`src/rtl/enc_tx_buffer_if.sv`:
```
// Byte-in / serial-out bundle for the cipher TX buffer.
// The upstream byte handshake and the link-side status outputs travel together.
interface enc_tx_buffer_if #(
    parameter int DEPTH = 4
);
    localparam int CW = $clog2(DEPTH) + 1;

    logic [7:0]    din;
    logic          din_valid;
    logic          din_ready;
    logic          tx;
    logic          busy;
    logic [CW-1:0] count;
    logic          overflow;

    // Producer side: offers bytes, observes the line and the status
    modport master (
        output din, din_valid,
        input  din_ready, tx, busy, count, overflow
    );

    // Buffer side
    modport slave (
        input  din, din_valid,
        output din_ready, tx, busy, count, overflow
    );
endinterface

```
`src/rtl/enc_tx_buffer.sv`:
```
// Cipher byte TX buffer: small FIFO feeding a UART-style serialiser.
// Frame = start(0), 8 data bits LSB first, even parity, stop(1);
// every bit is held for CLKS_PER_BIT cycles.
module enc_tx_buffer #(
    parameter int DEPTH        = 4,
    parameter int CLKS_PER_BIT = 4
) (
    input  logic           CLK,
    input  logic           RST,
    enc_tx_buffer_if.slave bus
);
    localparam int PW = (DEPTH > 1) ? $clog2(DEPTH) : 1;
    localparam int CW = $clog2(DEPTH) + 1;
    localparam int TW = (CLKS_PER_BIT > 1) ? $clog2(CLKS_PER_BIT) : 1;
    localparam logic [CW-1:0] FULL   = CW'(DEPTH);
    localparam logic [TW-1:0] T_LAST = TW'(CLKS_PER_BIT - 1);

    typedef enum logic [2:0] {
        S_IDLE,
        S_START,
        S_DATA,
        S_PARITY,
        S_STOP
    } state_t;

    state_t               state_q, state_d;
    logic [TW-1:0]        tick_q, tick_d;
    logic [2:0]           bit_q, bit_d;
    logic [7:0]           shift_q, shift_d;
    logic                 par_q, par_d;
    logic                 tx_q, tx_d;
    logic                 ovf_q, ovf_d;
    logic [PW-1:0]        wptr_q, wptr_d;
    logic [PW-1:0]        rptr_q, rptr_d;
    logic [CW-1:0]        count_q, count_d;
    logic [DEPTH-1:0][7:0] mem_q, mem_d;

    logic push;
    logic pop;
    logic bit_end;

    // A bit period ends when the cycle counter reaches its last value.
    // Pops happen only when a frame starts: from IDLE, or chained straight
    // off the final STOP cycle so back-to-back frames carry no idle gap.
    // Both decisions use the pre-edge count, so a full FIFO rejects a push
    // even on the edge where it also pops.
    assign bit_end = (tick_q == T_LAST);
    assign pop     = (count_q != '0) &&
                     ((state_q == S_IDLE) || ((state_q == S_STOP) && bit_end));
    assign push    = bus.din_valid && (count_q != FULL);

    // FIFO storage, pointers, occupancy and the sticky overflow flag
    always_comb begin
        mem_d   = mem_q;
        wptr_d  = wptr_q;
        rptr_d  = rptr_q;
        count_d = count_q;
        ovf_d   = ovf_q;
        if (push) begin
            mem_d[wptr_q] = bus.din;
            wptr_d        = wptr_q + PW'(1);
        end
        if (pop) begin
            rptr_d = rptr_q + PW'(1);
        end
        case ({push, pop})
            2'b10:   count_d = count_q + CW'(1);
            2'b01:   count_d = count_q - CW'(1);
            default: count_d = count_q;
        endcase
        if (bus.din_valid && (count_q == FULL)) begin
            ovf_d = 1'b1;
        end
    end

    // Serialiser next state; tx is derived from the next state so the line
    // changes together with the state register
    always_comb begin
        state_d = state_q;
        tick_d  = tick_q;
        bit_d   = bit_q;
        shift_d = shift_q;
        par_d   = par_q;
        tx_d    = 1'b1;
        if (pop) begin
            state_d = S_START;
            tick_d  = '0;
            bit_d   = '0;
            shift_d = mem_q[rptr_q];
            par_d   = ^mem_q[rptr_q];
        end else begin
            case (state_q)
                S_IDLE: begin
                    tick_d = '0;
                end
                S_START: begin
                    if (bit_end) begin
                        state_d = S_DATA;
                        tick_d  = '0;
                    end else begin
                        tick_d = tick_q + TW'(1);
                    end
                end
                S_DATA: begin
                    if (bit_end) begin
                        tick_d  = '0;
                        shift_d = shift_q >> 1;
                        bit_d   = bit_q + 3'd1;
                        if (bit_q == 3'd7) begin
                            state_d = S_PARITY;
                        end
                    end else begin
                        tick_d = tick_q + TW'(1);
                    end
                end
                S_PARITY: begin
                    if (bit_end) begin
                        state_d = S_STOP;
                        tick_d  = '0;
                    end else begin
                        tick_d = tick_q + TW'(1);
                    end
                end
                S_STOP: begin
                    if (bit_end) begin
                        state_d = S_IDLE;
                        tick_d  = '0;
                    end else begin
                        tick_d = tick_q + TW'(1);
                    end
                end
                default: begin
                    state_d = S_IDLE;
                    tick_d  = '0;
                end
            endcase
        end
        case (state_d)
            S_START:  tx_d = 1'b0;
            S_DATA:   tx_d = shift_d[0];
            S_PARITY: tx_d = par_d;
            default:  tx_d = 1'b1;
        endcase
    end

    // Control and serialiser registers; reset aborts any frame in flight
    always_ff @(posedge CLK) begin
        if (RST) begin
            state_q <= S_IDLE;
            tick_q  <= '0;
            bit_q   <= '0;
            shift_q <= '0;
            par_q   <= 1'b0;
            tx_q    <= 1'b1;
            ovf_q   <= 1'b0;
            wptr_q  <= '0;
            rptr_q  <= '0;
            count_q <= '0;
        end else begin
            state_q <= state_d;
            tick_q  <= tick_d;
            bit_q   <= bit_d;
            shift_q <= shift_d;
            par_q   <= par_d;
            tx_q    <= tx_d;
            ovf_q   <= ovf_d;
            wptr_q  <= wptr_d;
            rptr_q  <= rptr_d;
            count_q <= count_d;
        end
    end

    // Payload storage needs no reset: entries are only read after a push
    always_ff @(posedge CLK) begin
        mem_q <= mem_d;
    end

    assign bus.din_ready = (count_q != FULL);
    assign bus.tx        = tx_q;
    assign bus.busy      = (state_q != S_IDLE) || (count_q != '0);
    assign bus.count     = count_q;
    assign bus.overflow  = ovf_q;
endmodule

```
`src/flat_wrapper.sv`:
```
// flat-port wrapper written by rule: the top's interface ports become plain ports
module enc_tx_buffer_flat 
#(
    parameter int DEPTH        = 4,
    parameter int CLKS_PER_BIT = 4
)
  (CLK, RST, bus_din, bus_din_valid, bus_din_ready, bus_tx, bus_busy, bus_count, bus_overflow);
  enc_tx_buffer_if #(.DEPTH(DEPTH)) bus_i ();
  input  logic CLK;
  input  logic RST;
  input wire logic [$bits(bus_i.din)-1:0] bus_din;
  input wire logic [$bits(bus_i.din_valid)-1:0] bus_din_valid;
  output wire logic [$bits(bus_i.din_ready)-1:0] bus_din_ready;
  output wire logic [$bits(bus_i.tx)-1:0] bus_tx;
  output wire logic [$bits(bus_i.busy)-1:0] bus_busy;
  output wire logic [$bits(bus_i.count)-1:0] bus_count;
  output wire logic [$bits(bus_i.overflow)-1:0] bus_overflow;
  assign bus_i.din = bus_din;
  assign bus_i.din_valid = bus_din_valid;
  assign bus_din_ready = bus_i.din_ready;
  assign bus_tx = bus_i.tx;
  assign bus_busy = bus_i.busy;
  assign bus_count = bus_i.count;
  assign bus_overflow = bus_i.overflow;
  enc_tx_buffer #(.DEPTH(DEPTH), .CLKS_PER_BIT(CLKS_PER_BIT)) u_core (.CLK(CLK), .RST(RST), .bus(bus_i));
endmodule
```
`config.mk`:
```
export PLATFORM = sky130hd
export DESIGN_NAME = enc_tx_buffer_flat
export DESIGN_NICKNAME = d
export VERILOG_FILES = /design/src/rtl/enc_tx_buffer_if.sv /design/src/rtl/enc_tx_buffer.sv /design/src/flat_wrapper.sv
export SDC_FILE = /design/constraint.sdc
export NUM_CORES = 1
export LEC_CHECK = 0
export CELL_PAD_IN_SITES_DETAIL_PLACEMENT = 1
export CELL_PAD_IN_SITES_GLOBAL_PLACEMENT = 1
export CORE_MARGIN = 2
export CORE_UTILIZATION = 43
export CTS_BUF_LIST = sky130_fd_sc_hd__clkbuf_16
export CTS_CLUSTER_DIAMETER = 150
export DETAILED_ROUTE_END_ITERATION = 8
export PLACE_DENSITY = 0.74
export SYNTH_ARGS = -nofsm -noshare
export SYNTH_HDL_FRONTEND = slang
export SYNTH_SLANG_ARGS = --single-unit
```
`constraint.sdc`:
```
create_clock -name CLK -period 2.5 [get_ports CLK]
set_clock_uncertainty 0.15 [all_clocks]
set_input_delay 0.75 -clock CLK [delete_from_list [all_inputs] [get_ports CLK]]
set_output_delay 0.75 -clock CLK [all_outputs]
set_load 0.05 [all_outputs]
```
==> out/metrics.cfg, run 1 <==
[routing]
postRouteAntennaNets = 0
vias = 1526
drtIter0Drc = 92
drt-pass1-iter-count = 4
routed_wl_um = 4700
routed_via_density = 5.16
route.detailed.drc = 0
routedWlPerCell_um = 15.9

[critical_path]
end_kind = flip-flop
cp_num_buf_inv = 2
path_cells = ha_4, nor2b_1, or4_4, inv_4, ha_4, inv_1, fa_2, xor2_1, or3_1, a21oi_1
startpoint_type = flip-flop
cp_slowest_cell = or4_4
worstPathArrival_ns = 2.54
max_stage_delay_ns = 0.51
crit_top_cell = ha_4
critPathTopFamily = simple AND/OR/NAND/NOR gates
critPathRequiredTime_ns = 2.60
crit_type = flip-flop to flip-flop
crit_fanout = 2

[grt]
grt-ovfl-total = 0
grt_max_degree = 25
antenna_found_initial = 0
grt_pass1_vias = 1620
grt_use_total_pct = 17.3
grt_pass1_wl_um = 7890

[synthesis]
synth_nets = 211
synth-seq-area-share_pct = 59.8
post_synth_num_cell_types = 36
yosysWarnings = 0
synth_area_mm2 = 0.00248
syn_inst = 191
synth_edf_count = 32
synth_seq_cells = 58
synth_async_sr_flop_share_pct = 0
syn_avg_cell_area_um2 = 13.0
synthFlopType = edfxtp_1

[power]
irDropWorstVdd_v = 0.000885
p_per_area_mw_per_mm2 = 1270
total_power_mw = 3.96
p_leak_nw = 1.11

[die]
core_area_mm2 = 0.00554
die_h_um = 79.9
dieArea_mm2 = 0.00638
die_width_um = 79.9
rows = 27
initial_utilization_pct = 44.7
io_pins = 18

[timing]
fin_ws_ns = 0.0585
min_period_ns = 2.44
fin_tns_setup_ns = 0
rsz0062_at_grt = yes
maxSlewViolCount = 0
fmax_ghz = 0.410
tightestPinTransition_ns = 0.585
hold_violations = 0
slew_headroom_pct = 61.0
setup_violations = 0
finalCritPeriodShare_pct = 97.7

[finish]
area_growth_pct = 26.4
final_cell_mix = edfxtp_1 (32), nor2_1 (21), dfxtp_1 (21), clkdlybuf4s50_1 (15), buf_4 (13)
n_antenna_cell = 0
nets = 239
final_common_cell = edfxtp_1
drive_above_1_share_pct = 21.9

[clocking]
cts_root_buf = clkbuf_16
post-cts-setup-buffers = 0
clkLatencyLatePin_ns = 0.32
clock-sinks = 58
path_clk_slew_ns = 0.05
cts_tree = built
cts_resized = 0
cts_htree_levels = 3
clockBufferDepth = 2
numCtsBuffers = 9
cts_hold_buf = 0

[worst_hold_path]
hold_path.class = flip-flop to flip-flop

[placement]
dp_hpwl_um = 3300
dp_slack_ns = -0.151
port_buffers = 17
place.gp.congestion = 0.711

[status]
status = completed

[flow_run]
maxCapViolCount = 0

-- registers in the layout, indices dropped and copies added, names as in the netlist --
| signal | count |
|---|---|
| u_core.tick_q | 2 |
| u_core.bus.count | 3 |
| u_core.mem_q | 32 |
| u_core.bus.overflow | 1 |
| u_core.par_q | 1 |
| u_core.rptr_q | 2 |
| u_core.wptr_q | 2 |
| u_core.bus.tx | 1 |
| u_core.bit_q | 3 |
| u_core.shift_q | 8 |
| u_core.state_q | 3 |
-- final cells by class --
class / instances / area, um^2
Sequential cell: 58 / 1500
Multi-Input combinational cell: 115 / 942
Clock buffer: 9 / 225
Tap cell: 72 / 90.1
Timing Repair Buffer: 28 / 248
Clock inverter: 7 / 101
Inverter: 7 / 28.8
Fill cell: 557 / 2410
-- cells in the mapped netlist (all sizes together), types with 2 or more instances --
cell type	instances	share of area, %
a211oi	6	2.0
a21oi	7	1.4
a22oi	3	0.91
and3	4	1.0
buf	7	1.8
clkbuf	4	0.61
dfxtp	26	21
edfxtp	32	39
ha	8	4.0
inv	7	1.1
mux2i	8	3.2
mux4	8	7.3
nand2	11	1.7
nand2b	2	0.50
nor2	21	3.2
nor2b	2	0.50
nor3	6	1.2
o21ai	3	0.61
xnor2	10	3.5
xor2	4	1.4
-- metrics by stage --
step	area, um^2	utilization (%)	hold WS, ns	std cells
floorplan	2530	-	0.255	191
global placement	2800	50.6	0.262	280
detailed placement	2800	50.6	0.266	280
CTS	3130	56.5	0.273	296
global route	3130	56.5	0.290	296
finish	3130	56.5	0.271	296
-- power breakdown --
group	leakage, nW	internal [mW]	total [mW]	switching [mW]
sequential	0.510	1.19	1.30	0.104
combinational	0.447	0.602	1.35	0.751
clock	0.153	0.879	1.31	0.436
total	1.11	2.67	3.96	1.29
-- routing by layer --
metal,track usage [%],up-vias,routed length [um]
li1,-,747,-
met1,19.2,753,2020
met2,29.2,19,2440
met3,6.22,7,152
met4,8.64,0,89
met5,0,-,0
-- cells by family (layout without fill, tap and decap cells) --
| logic type | Yosys count | count (layout) | synth area share [%] |
|---|---|---|---|
| mux | 16 | 16 | 10.5 |
| xor+xnor | 14 | 14 | 4.95 |
| fa+ha+maj | 9 | 9 | 4.85 |
| compound gates | 23 | 23 | 6.21 |
| buf+inv | 18 | 51 | 3.43 |
| simple gates | 53 | 53 | 10.3 |
| flops | 58 | 58 | 59.8 |
-- path summary, 6_finish.rpt --
| path | startpoint | to | slack, ns | depth (start not counted) |
|---|---|---|---|---|
| setup / recovery | u_core.tick_q[0] | u_core.bus.count[2] | 0.06 | 10 |
| hold reg to reg | u_core.tick_q[0] | u_core.tick_q[0] | 0.27 | 1 |
| hold / removal | u_core.tick_q[0] | u_core.tick_q[0] | 0.27 | 1 |
| setup reg to reg | u_core.tick_q[0] | u_core.bus.count[2] | 0.06 | 10 |
Power figures use the tool's default switching activity.
==> run 2: changes to the inputs <==
Settings changed: ABC_AREA set to 1, CORE_UTILIZATION 43 to 40.
==> run 2 against run 1 <==
  * Sequential share of layout area shrank 2.9 points
  * Sequential power hardly changed
  * Wire length rose by 29%
  * Maximum frequency is essentially flat
  * Hold slack improved by 0.0062 ns
  * Clock power down 19%
  * Die area up 18%
  * Final area is 5.6% higher
  * Core utilization decreased by 7.3 points
  * Critical endpoint is now bus_count[1]
  * Largest power group unchanged
  * Highest routed layer unchanged
==> out/metrics.cfg, run 2 <==
[grt]
grt_pass1_vias = 2196  ; +36%
grt_max_degree = 19  ; -24%
grt_pass1_wl_um = 10300  ; +30%
grt-ovfl-total = 0  ; unchanged
antenna_found_initial = 0  ; unchanged
grt_use_total_pct = 18.1  ; +0.83 points

[clocking]
clkLatencyLatePin_ns = 0.33  ; about the same
clock-sinks = 58  ; unchanged
cts_htree_levels = 3  ; unchanged
cts_root_buf = clkbuf_16
clockBufferDepth = 2  ; unchanged
post-cts-setup-buffers = 0  ; unchanged
numCtsBuffers = 9  ; unchanged
path_clk_slew_ns = 0.05  ; about the same
cts_hold_buf = 0  ; unchanged
cts_tree = built
cts_resized = 0  ; unchanged

[placement]
dp_slack_ns = -0.145  ; +0.00612 ns
dp_hpwl_um = 4280  ; +30%
place.gp.congestion = 0.724  ; +1.8%
port_buffers = 17  ; unchanged

[timing]
rsz0062_at_grt = no
fmax_ghz = 0.409  ; about the same
maxSlewViolCount = 0  ; unchanged
hold_violations = 0  ; unchanged
finalCritPeriodShare_pct = 97.7  ; about the same
slew_headroom_pct = 59.4  ; -1.6 points
min_period_ns = 2.44  ; +0.00191 ns
setup_violations = 0  ; unchanged
tightestPinTransition_ns = 0.608  ; +0.0234 ns
fin_ws_ns = 0.0566  ; -0.00191 ns
fin_tns_setup_ns = 0  ; unchanged

[die]
die_width_um = 86.9  ; +8.8%
initial_utilization_pct = 40.9  ; -3.8 points
io_pins = 18  ; unchanged
dieArea_mm2 = 0.00756  ; +18%
core_area_mm2 = 0.00672  ; +21%
die_h_um = 86.9  ; +8.8%
rows = 30  ; +11%

[critical_path]
r2r-start = u_core.tick_q[0]
rr_worst_depth = 10  ; unchanged
crit_cells = 1  ; -9
max_stage_delay_ns = 0.83  ; +0.32 ns
startpoint_type = flip-flop
worstSetupEndpoint = bus_count[1]
critPathTopFamily = buffers and inverters
critPathRequiredTime_ns = 1.60  ; -1.00 ns
rr_endpoint = u_core.bus.count[2]
cp-startpoint = u_core.bus.count[1]
worstPathArrival_ns = 1.54  ; -1.00 ns
crit_fanout = 4  ; +2
crit_type = flip-flop to primary output
end_kind = primary output
rrSetupSlack_ns = 0.21  ; +0.15 ns
cp_num_buf_inv = 1  ; -1
cp_slowest_cell = clkdlybuf4s50_1
path_cells = clkdlybuf4s50_1

[finish]
fill_cells = 788  ; +41%
multiInputGateArea_mm2 = 0.00107  ; +14%
area_growth_pct = 20.2
n_antenna_cell = 0  ; unchanged
top_regs = u_core.mem_q x32, u_core.shift_q x8
drive_above_1_share_pct = 13.8  ; -8.1 points
final_common_cell = nand2_1
seq_area_mm2 = 0.00148  ; -0.84%
finish.utilization_pct = 49.2  ; -7.3 points
nets = 371  ; +55%
regMostFlops = u_core.mem_q
largest_reg_flops = 32  ; unchanged
final_cell_mix = nand2_1 (109), edfxtp_1 (32), inv_1 (28), nand3_1 (26), dfxtp_1 (25)

[routing]
routed_via_density = 4.97  ; -3.6%
drtIter0Drc = 63  ; -32%
routed_wl_um = 6060  ; +29%
drt-pass1-iter-count = 5  ; +1
postRouteAntennaNets = 0  ; unchanged
routedWlPerCell_um = 13.9  ; -12%
route.detailed.drc = 0  ; unchanged
vias = 2166  ; +42%

[synthesis]
synth-seq-area-share_pct = 53.8  ; -6.0 points
synth_common_cells = nand2_1 (110), edfxtp_1 (32), inv_1 (27), nand3_1 (27), dfxtp_1 (26)
synth_async_sr_flop_share_pct = 0  ; unchanged
synth_seq_cells = 58  ; unchanged
synth_area_leaders = edfxtp_1 (35%), dfxtp_1 (19%), nand2_1 (15%)
syn_avg_cell_area_um2 = 8.60  ; -34%
post_synth_num_cell_types = 30  ; -17%
netlist.area_leader.share_pct = 34.9  ; -3.9 points
yosysMostFrequentCell = nand2_1
syn_inst = 320  ; +68%
synth_edf_count = 32  ; unchanged
synthFlopType = edfxtp_1
yosysWarnings = 0  ; unchanged
synth_area_mm2 = 0.00275  ; +11%
synth_top_area_cell = edfxtp_1
synth_nets = 340  ; +61%

[power]
p_per_area_mw_per_mm2 = 1260  ; -0.53%
irDropWorstVdd_v = 0.000511  ; -42%
total_power_mw = 4.17  ; +5.1%
p_leak_nw = 1.42  ; +28%

[flow_run]
maxCapViolCount = 0  ; unchanged

[worst_hold_path]
hold_path.class = flip-flop to flip-flop

[status]
status = completed

==> run 2: changes by cell type in the layout (fill, tap and decap cells not counted), moves of 5 or more <==
cell | previous run | this run
nand2_1 | 11 | 109
nand3_1 | 1 | 26
inv_1 | 6 | 28
a21oi_1 | 7 | 18
xnor2_1 | 10 | 1
mux2i_1 | 8 | 0
mux4_2 | 8 | 0
o21ai_0 | 3 | 11
nand2_2 | 0 | 7
nor3_1 | 6 | 1
==> run 2: where the power goes <==
part | internal (mW) | total (mW) | switching [mW]
clock | 0.655 | 1.06 | 0.409
sequential | 1.19 | 1.32 | 0.126
combinational | 0.596 | 1.79 | 1.19
==> run 2: area by class of cell <==
| cell class | instances | share of cell area, % |
|---|---|---|
| Tap cell | 80 | 3.03 |
| Clock buffer | 9 | 6.81 |
| Sequential cell | 58 | 44.8 |
| Timing Repair Buffer | 29 | 7.72 |
| Clock inverter | 7 | 1.14 |
| Inverter | 33 | 3.97 |
| Multi-Input combinational cell | 220 | 32.5 |
==> run 2: how the worst min path moves through the flow <==
stage	startpoint	to	slack (ns)	cells after the start
finish	u_core.tick_q[0]	u_core.tick_q[0]	0.28	1
global route	u_core.tick_q[0]	u_core.tick_q[0]	0.30	1
CTS	u_core.tick_q[0]	u_core.tick_q[0]	0.27	1
detailed placement	u_core.tick_q[0]	u_core.tick_q[0]	0.26	1
global placement	u_core.tick_q[0]	u_core.tick_q[0]	0.26	1
floorplan	u_core.tick_q[0]	u_core.tick_q[0]	0.25	1
==> run 2: cell families (layout without fill, tap and decap cells) <==
family,Yosys count,after routing,share of synthesized area [%]
AND/OR/NAND/NOR,173,173,26.6
AO/OA/AOI/OAI,37,37,7.41
flip-flops,58,58,53.8
buffers and inverters,42,78,7.46
XOR/XNOR,1,1,0.318
adder cells (fa/ha/maj),9,9,4.37
==> run 2: layer usage <==
layer / vias to the layer above / GRT usage [%] / share of wire (%) / routed length (um)
li1: 1113 / - / - / -
met4: 0 / 9.09 / 1.7 / 103
met2: 24 / 31.4 / 51 / 3110
met1: 1019 / 20.0 / 44 / 2660
met5: - / 0 / 0 / 0
met3: 10 / 5.59 / 3.0 / 183
==> run 2: stage by stage <==
step | cells | area (um^2) | hold slack (ns)
after floorplan | 320 | 2760 | 0.248
after global placement | 420 | 3040 | 0.257
after detailed placement | 420 | 3040 | 0.265
after CTS | 436 | 3300 | 0.272
after global routing | 436 | 3310 | 0.304
final | 436 | 3310 | 0.277
==> run 3: changes to the inputs <==
Settings changed: CORE_UTILIZATION 40 to 44, PLACE_DENSITY 0.74 to 0.77.
Clock period 2.5 ns to 2.3 ns, I/O delays scaled along.
==> run 3 against run 2 <==
  * Wire length up 10%
  * Total power up 17%
  * Largest cell class unchanged
  * Hold slack better by 0.0019 ns
==> out/metrics.cfg, run 3 (synthesis gave the netlist of run 2 again) <==
[status]
status = completed

[clocking]
cts_tree = built
clock-sinks = 58  ; unchanged
post-cts-setup-buffers = 0  ; unchanged
clkLatencyLatePin_ns = 0.33  ; about the same
numCtsBuffers = 9  ; unchanged
cts_htree_levels = 3  ; unchanged
path_clk_slew_ns = 0.05  ; about the same
clockBufferDepth = 2  ; unchanged
cts_hold_buf = 0  ; unchanged
cts_root_buf = clkbuf_16

[routing]
route.detailed.drc = 0  ; unchanged
drt-pass1-iter-count = 4  ; -1
routedWlPerCell_um = 15.4  ; +11%
routed_wl_um = 6680  ; +10%
vias = 2205  ; +1.8%
postRouteAntennaNets = 0  ; unchanged
routed_via_density = 5.09  ; +2.5%
drtIter0Drc = 35  ; -44%

[die]
die_h_um = 83.1  ; -4.4%
initial_utilization_pct = 45.9  ; +5.0 points
rows = 28  ; -6.7%
core_area_mm2 = 0.00599  ; -11%
dieArea_mm2 = 0.00690  ; -8.7%
die_width_um = 83.1  ; -4.4%
io_pins = 18  ; unchanged

[critical_path]
path_cells = clkdlybuf4s50_1
rr_worst_depth = 10  ; unchanged
worstPathArrival_ns = 1.42  ; -0.12 ns
cp_num_buf_inv = 1  ; unchanged
max_stage_delay_ns = 0.79  ; -0.04 ns
r2r-start = u_core.state_q[0]
cp_slowest_cell = clkdlybuf4s50_1
critPathRequiredTime_ns = 1.46  ; -0.14 ns
startpoint_type = flip-flop
end_kind = primary output
crit_fanout = 1  ; -3
rrSetupSlack_ns = 0.20  ; about the same
critPathTopFamily = buffers and inverters
crit_type = flip-flop to primary output
rr_endpoint = u_core.bus.count[2]

[timing]
hold_slack_ns = 0.279  ; +0.00185 ns
min_period_ns = 2.26
hold_violations = 0  ; unchanged
finalCritPeriodShare_pct = 98.1
tightestPinTransition_ns = 0.494  ; -0.114 ns
fmax_ghz = 0.443
setup_violations = 0  ; unchanged
maxSlewViolCount = 0  ; unchanged
rsz0062_at_grt = no
slew_headroom_pct = 67.0  ; +7.6 points

[grt]
grt_pass1_vias = 2391  ; +8.9%
grt_max_degree = 20  ; +1
grt_pass1_wl_um = 11200  ; +8.8%
grt-ovfl-total = 0  ; unchanged
grt_use_total_pct = 20.8  ; +2.7 points
antenna_found_initial = 0  ; unchanged

[placement]
place.gp.congestion = 0.759  ; +4.8%
port_buffers = 17  ; unchanged
dp_hpwl_um = 4290  ; +0.15%

[power]
switching_share_pct = 40.3  ; -1.2 points
total_power_mw = 4.88  ; +17%
irDropWorstVdd_v = 0.000730  ; +43%
clkPwrFrac_pct = 28.4  ; +2.9 points
p_leak_nw = 1.46  ; +3.2%
pwr-share-comb_pct = 42.9  ; about the same
seqPwrFrac_pct = 28.7  ; -2.9 points
p_int_mw = 2.91  ; +19%
power.switching_mw = 1.96  ; +14%
p_per_area_mw_per_mm2 = 1440  ; +15%

[flow_run]
maxCapViolCount = 0  ; unchanged

[finish]
largest_reg_flops = 32  ; unchanged
regMostFlops = u_core.mem_q
n_antenna_cell = 0  ; unchanged
final_cell_mix = nand2_1 (109), edfxtp_1 (32), inv_1 (28), nand3_1 (26), dfxtp_1 (23)
top_regs = u_core.mem_q x32, u_core.shift_q x8
nets = 373  ; +0.54%
final_common_cell = nand2_1
finish.utilization_pct = 56.4  ; +7.2 points
drive_above_1_share_pct = 16.5  ; +2.7 points
area_growth_pct = 22.8

[worst_hold_path]
hold_path.class = flip-flop to flip-flop
holdPathEnd = u_core.tick_q[0]
min_from = u_core.tick_q[0]
whs_path_depth = 1  ; unchanged

## run 3: changes by cell type in the layout (fill, tap and decap cells not counted), moves of 2 or more
| cell | before | now |
|---|---|---|
| o21ai_0 | 11 | 9 |
| clkdlybuf4s50_1 | 15 | 11 |
| bufinv_16 | 0 | 2 |
| dfxtp_2 | 1 | 3 |
| dfxtp_1 | 25 | 23 |
| buf_4 | 14 | 20 |
| o21ai_1 | 0 | 2 |
## run 3: cell type report
| cell class | count | area, um^2 |
|---|---|---|
| inverter | 33 | 131 |
| tap | 75 | 93.8 |
| fill | 712 | 2610 |
| sequential | 58 | 1490 |
| timing repair buffer | 31 | 260 |
| clock buffer | 9 | 225 |
| clock inverter | 7 | 85.1 |
| multi-input combinational | 220 | 1100 |
## run 3: per-layer routing
metal  vias up  track usage, %  share of wire [%]
met1      1044            22.4                 39
met3        12            5.17                3.1
li1       1115               -                  -
met5         -               0                  0
met4         0            9.69                2.3
met2        34            38.0                 56
## run 3: timing repair
| action | in CTS | in global routing |
|---|---|---|
| hold endpoints to repair | 0 | 0 |
| resized for setup | 0 | 6 |
| endpoints found under the setup margin | 0 | 1 |
## run 3: how the worst max path moves through the flow
stage | end | cells past startpoint | startpoint | slack (ns)
floorplan | u_core.bus.count[2] | 11 | u_core.tick_q[0] | 0.05
finish | bus_tx | 1 | u_core.bus.tx | 0.04
global route | bus_tx | 1 | u_core.bus.tx | 0.01
detailed placement | u_core.bus.count[2] | 9 | bus_din_valid | -0.28
global placement | u_core.bus.count[2] | 9 | bus_din_valid | -0.18
CTS | bus_tx | 1 | u_core.bus.tx | 0.02
## run 3: power by group through the flow
stage                     clock network, mW  logic [mW]  registers (mW)
after detailed placement                  0        2.01            1.41
final                                  1.38        2.09            1.40
after floorplan                           0        1.42            1.51
after global placement                    0        1.92            1.41
after CTS                              1.40        2.07            1.40
after global routing                   1.44        2.38            1.42
## run 3: per-stage QoR
step,TNS (ns),setup WS (ns),instances,area [um^2]
floorplan,0,0.0483,320,2770
global placement,-0.186,-0.176,417,3050
detailed placement,-0.351,-0.280,417,3050
CTS,0,0.0242,433,3360
global route,0,0.0118,433,3380
finish,0,0.0426,433,3380
